`src/rtl/multiword_add_seq.sv`:
```
// Sequential multiword adder: one 4-bit slice time-multiplexed over NIBBLES cycles.
// Define MWADD_SUB_EN to add the sub port and two's-complement subtraction.
module multiword_add_seq #(
  parameter int unsigned NIBBLES = 4
) (
  input  logic                   clk,
  input  logic                   rst_n,
  input  logic                   start,
  input  logic [4*NIBBLES-1:0]   a,
  input  logic [4*NIBBLES-1:0]   b,
  input  logic                   cin,
`ifdef MWADD_SUB_EN
  input  logic                   sub,
`endif
  output logic                   busy,
  output logic                   done,
  output logic [4*NIBBLES-1:0]   sum,
  output logic                   cout,
  output logic                   ovf
);

  localparam int unsigned W  = 4 * NIBBLES;
  localparam int unsigned KW = (NIBBLES > 1) ? $clog2(NIBBLES) : 1;

  typedef enum logic [1:0] {
    IDLE = 2'd0,
    RUN  = 2'd1,
    DONE = 2'd2
  } state_e;

  state_e          state_q, state_d;
  logic [KW-1:0]   k_q, k_d;
  logic            carry_q, carry_d;
  logic [W-1:0]    a_q, a_d;
  logic [W-1:0]    b_q, b_d;
  logic [W-1:0]    sum_q, sum_d;
  logic            cout_q, cout_d;
  logic            ovf_q, ovf_d;
  logic            busy_q, busy_d;
  logic            done_q, done_d;

  logic [3:0]      slice_a, slice_b, slice_s;
  logic            slice_co;
  logic [W-1:0]    b_eff_in;
  logic            cin_eff;

  // b_q stores the effective B operand so the datapath never sees sub
`ifdef MWADD_SUB_EN
  assign b_eff_in = sub ? ~b : b;
  assign cin_eff  = sub ? 1'b1 : cin;
`else
  assign b_eff_in = b;
  assign cin_eff  = cin;
`endif

  // The single shared 4-bit slice adder
  assign slice_a = a_q[{k_q, 2'b00} +: 4];
  assign slice_b = b_q[{k_q, 2'b00} +: 4];
  assign {slice_co, slice_s} = 5'(slice_a) + 5'(slice_b) + 5'(carry_q);

  always_comb begin
    state_d = state_q;
    k_d     = k_q;
    carry_d = carry_q;
    a_d     = a_q;
    b_d     = b_q;
    sum_d   = sum_q;
    cout_d  = cout_q;
    ovf_d   = ovf_q;

    case (state_q)
      IDLE, DONE: begin
        if (start) begin
          a_d     = a;
          b_d     = b_eff_in;
          carry_d = cin_eff;
          k_d     = '0;
          state_d = RUN;
        end else if (state_q == DONE) begin
          state_d = IDLE;
        end
      end
      RUN: begin
        sum_d[{k_q, 2'b00} +: 4] = slice_s;
        carry_d = slice_co;
        if (k_q == KW'(NIBBLES - 1)) begin
          k_d     = '0;
          cout_d  = slice_co;
          ovf_d   = (a_q[W-1] == b_q[W-1]) && (slice_s[3] != a_q[W-1]);
          state_d = DONE;
        end else begin
          k_d = k_q + KW'(1);
        end
      end
      default: state_d = IDLE;
    endcase

    busy_d = (state_d == RUN);
    done_d = (state_d == DONE);
  end

  always_ff @(posedge clk or negedge rst_n) begin
    if (!rst_n) begin
      state_q <= IDLE;
      k_q     <= '0;
      carry_q <= 1'b0;
      a_q     <= '0;
      b_q     <= '0;
      sum_q   <= '0;
      cout_q  <= 1'b0;
      ovf_q   <= 1'b0;
      busy_q  <= 1'b0;
      done_q  <= 1'b0;
    end else begin
      state_q <= state_d;
      k_q     <= k_d;
      carry_q <= carry_d;
      a_q     <= a_d;
      b_q     <= b_d;
      sum_q   <= sum_d;
      cout_q  <= cout_d;
      ovf_q   <= ovf_d;
      busy_q  <= busy_d;
      done_q  <= done_d;
    end
  end

  assign busy = busy_q;
  assign done = done_q;
  assign sum  = sum_q;
  assign cout = cout_q;
  assign ovf  = ovf_q;

endmodule

```
`config.mk`:
```
export PLATFORM = sky130hd
export DESIGN_NAME = multiword_add_seq
export DESIGN_NICKNAME = d
export VERILOG_FILES = /design/src/rtl/multiword_add_seq.sv
export SDC_FILE = /design/constraint.sdc
export NUM_CORES = 1
export LEC_CHECK = 0
export ABC_AREA = 0
export CAP_MARGIN = 20
export CORE_MARGIN = 4
export CORE_UTILIZATION = 40
export CTS_CLUSTER_SIZE = 14
export DETAILED_ROUTE_END_ITERATION = 8
export GPL_ROUTABILITY_DRIVEN = 0
export PLACE_DENSITY = 0.65
export RECOVER_POWER = 25
export SYNTH_ARGS = -nofsm -noshare
export SYNTH_HDL_FRONTEND = slang
export SYNTH_SLANG_ARGS = --single-unit
```
`constraint.sdc`:
```
create_clock -name clk -period 3 [get_ports clk]
set_input_delay 0.3 -clock clk [delete_from_list [all_inputs] [get_ports clk]]
set_output_delay 0.3 -clock clk [all_outputs]
set_load 0.005 [all_outputs]
```
==> reports/qor.csv <==
metric,value,unit
irDropWorstVdd,0.558,mV
maxSlewHeadroom,61.0,%
portBuffers,55,
cts_resized,0,
hold_path_class,input pin to async pin,
cpPeakStageDelay,0.54,ns
yosysTopAreaCell,dfrtp_1,
vias,1652,
rr_endpoint,carry_q,
cts_tree,yes,
io_pins,56,
die_h,88.6,um
hold_viol,0,
synth_edf_count,0,
postSynthCellCount,176,
synth.distinct_cells,33,
diodes,0,
fin_tns_setup,0,ns
fin_ws,0.535,ns
status,"complete, no violations",
drt-initial-drc-count,49,
max_freq,0.406,GHz
start_kind,register,
yosysTopAreaCellShare,54.9,%
cp_slowest_cell,mux4_2,
via_per_inst,5.10,
crit_start,k_q[0],
fillers,572,
clk_latency,0.34,ns
wire_per_inst,15.7,um
grt_antenna_before_repair,0,
cts_sinks,57,
post_dp_cell_area,3260,um2
overflow,0,
end_kind,register,
fin_skew,0.00433,ns
rows,29,
async_flop_share,100,%
power,0.00410,W
grt_first_pass_wirelength,8400,um
path_max_fanout,4,
layout.nets,289,
ys_ff_latch,57,
drc_errors,0,
cp_common_cell,fa_1,
first_pass_iters,4,
drv_cap,0,
r2r_cells,6,
synth.avg_cell_area,14.8,um2
cts_max_level,3,
synthTopCellsByArea,"dfrtp_1 55%, mux2_2 14%, mux4_2 6.1%",
grt.total_usage,14.6,%
drive_gt1_share,25.9,%
syn_nets,223,
rr_startpoint,k_q[0],
path_clk_slew,0.06,ns
synth_ff_type,dfrtp_1,
rsz0062_at_grt,false,
drt_wl_total,5080,um
setup_viol,0,
ys_seq_area_share,54.9,%
antenna_left,0,
ys_warn_count,0,
worstPathRequired,3.20,ns
fin_util,55.3,%
grt_max_degree,47,
final_area,3490,um2
arrival,2.67,ns
core_region_area,6310,um2
fin_crit_sh,82.2,%
worst_pin_slew,0.584,ns
cts_buffers,9,
post_cts_buffers,0,
cts-root-buf,clkbuf_8,
die_w,88.6,um
hold_buffers,0,
finalCriticalPeriod,2.46,ns
clockBufferDepth,2,
grt_pass1_vias,1745,
leakage,1.49,nW
die-area,7850,um2
dpl_worst_slack,0.519,ns
rrSetupSlack,0.54,ns
drv_slew,0,
crit_end,carry_q,
powerDensity,1180,nW/um2
initial_core_util,41.1,%
syn2layout_area_growth,34.3,%
critPathKind,register to register,
dp.final_hpwl,3750,um
synthesis.area,2600,um2
cp_cell_sequence,mux4_2 -> fa_1 -> fa_1 -> a21o_1 -> a21oi_1 -> o21ai_0,
critical path, delay by kind of cell, from the launching register on:
family | cells | cell delay (ns)
compound gates | 3 | 0.51
fa+ha+maj | 2 | 0.87
flops | 1 | 0.43
mux | 1 | 0.54
registers in the layout (all words and copies together) (netlist names):
name / cells
a_q: 16
b_q: 16
sum: 16
k_q: 2
state_q: 2
busy: 1
carry_q: 1
cout: 1
done: 1
ovf: 1
cells by family (layout without fill, tap and decap cells):
kind of cell	Yosys count	in the layout	synth area share, %
and+or+nand+nor	25	25	6.02
DFF	57	57	54.9
adders and majority gates	11	11	5.88
buffers and inverters	11	82	2.12
AOI/OAI and AO/OA	30	30	9.44
xor gates and xnor gates	2	2	0.674
muxes	40	40	21.0
power breakdown:
| part | total, W | internal [W] | switching [W] |
|---|---|---|---|
| Sequential | 0.00134 | 0.00112 | 0.000217 |
| Clock | 0.000743 | 0.000451 | 0.000292 |
| Combinational | 0.00203 | 0.00104 | 0.000989 |
| Total | 0.00410 | 0.00261 | 0.00150 |
layout by cell type, fill, tap and decap left out, types with 2 or more instances in the layout:
master,instances
a21o_1,4
a21oi_1,2
a22o_1,17
buf_12,2
buf_4,4
clkbuf_1,4
clkbuf_8,12
clkdlybuf4s50_1,54
dfrtp_1,57
fa_1,2
ha_1,9
inv_1,3
mux2_2,32
mux4_2,7
nand2_1,8
nor2_1,5
nor4_4,2
o21ai_0,2
synthesized netlist by cell type, types with 2 or more instances:
cell type / n
fa_1: 2
nand2_1: 8
nor2_1: 5
a21oi_1: 2
inv_1: 3
nor4_4: 2
ha_1: 9
buf_4: 2
mux4_2: 7
buf_2: 5
a21o_1: 4
o21ai_0: 2
mux2_2: 32
nor2b_1: 2
dfrtp_1: 57
a22o_1: 17
area by class of cell:
class | instances | area (um2) | area share, %
well taps | 77 | 96.3 | 2.76
clock inverters | 2 | 35.0 | 1.00
multi-input cells | 108 | 1120 | 32.1
flip-flops and latches | 57 | 1430 | 40.9
repair buffers | 63 | 628 | 18.0
clock buffers | 14 | 173 | 4.95
inverters | 3 | 11.3 | 0.323
layer usage:
metal / routed length, um / vias to the layer above / GRT usage (%) / part of all wire [%]
met2: 2340 / 48 / 22.6 / 46
met5: 0 / - / 0 / 0
met4: 72 / 0 / 5.36 / 1.4
met3: 327 / 10 / 5.21 / 6.4
met1: 2340 / 806 / 19.0 / 46
li1: - / 788 / - / -
worst min path at each step:
stage          slack [ns]  cells past startpoint          to
2_1_floorplan       0.004                      0      a_q[0]
3_3_place_gp         0.49                      1      a_q[7]
3_5_place_dp         0.49                      1     a_q[10]
4_1_cts              0.17                      1  state_q[0]
5_1_grt              0.47                      2     a_q[11]
6_report             0.44                      2        cout
metrics by stage:
stage | std cells | hold slack (ns)
finish | 324 | 0.442
global route | 324 | 0.465
CTS | 322 | 0.169
detailed placement | 306 | 0.493
global placement | 306 | 0.487
floorplan | 176 | 0.00441
Power figures use the tool's default switching activity.
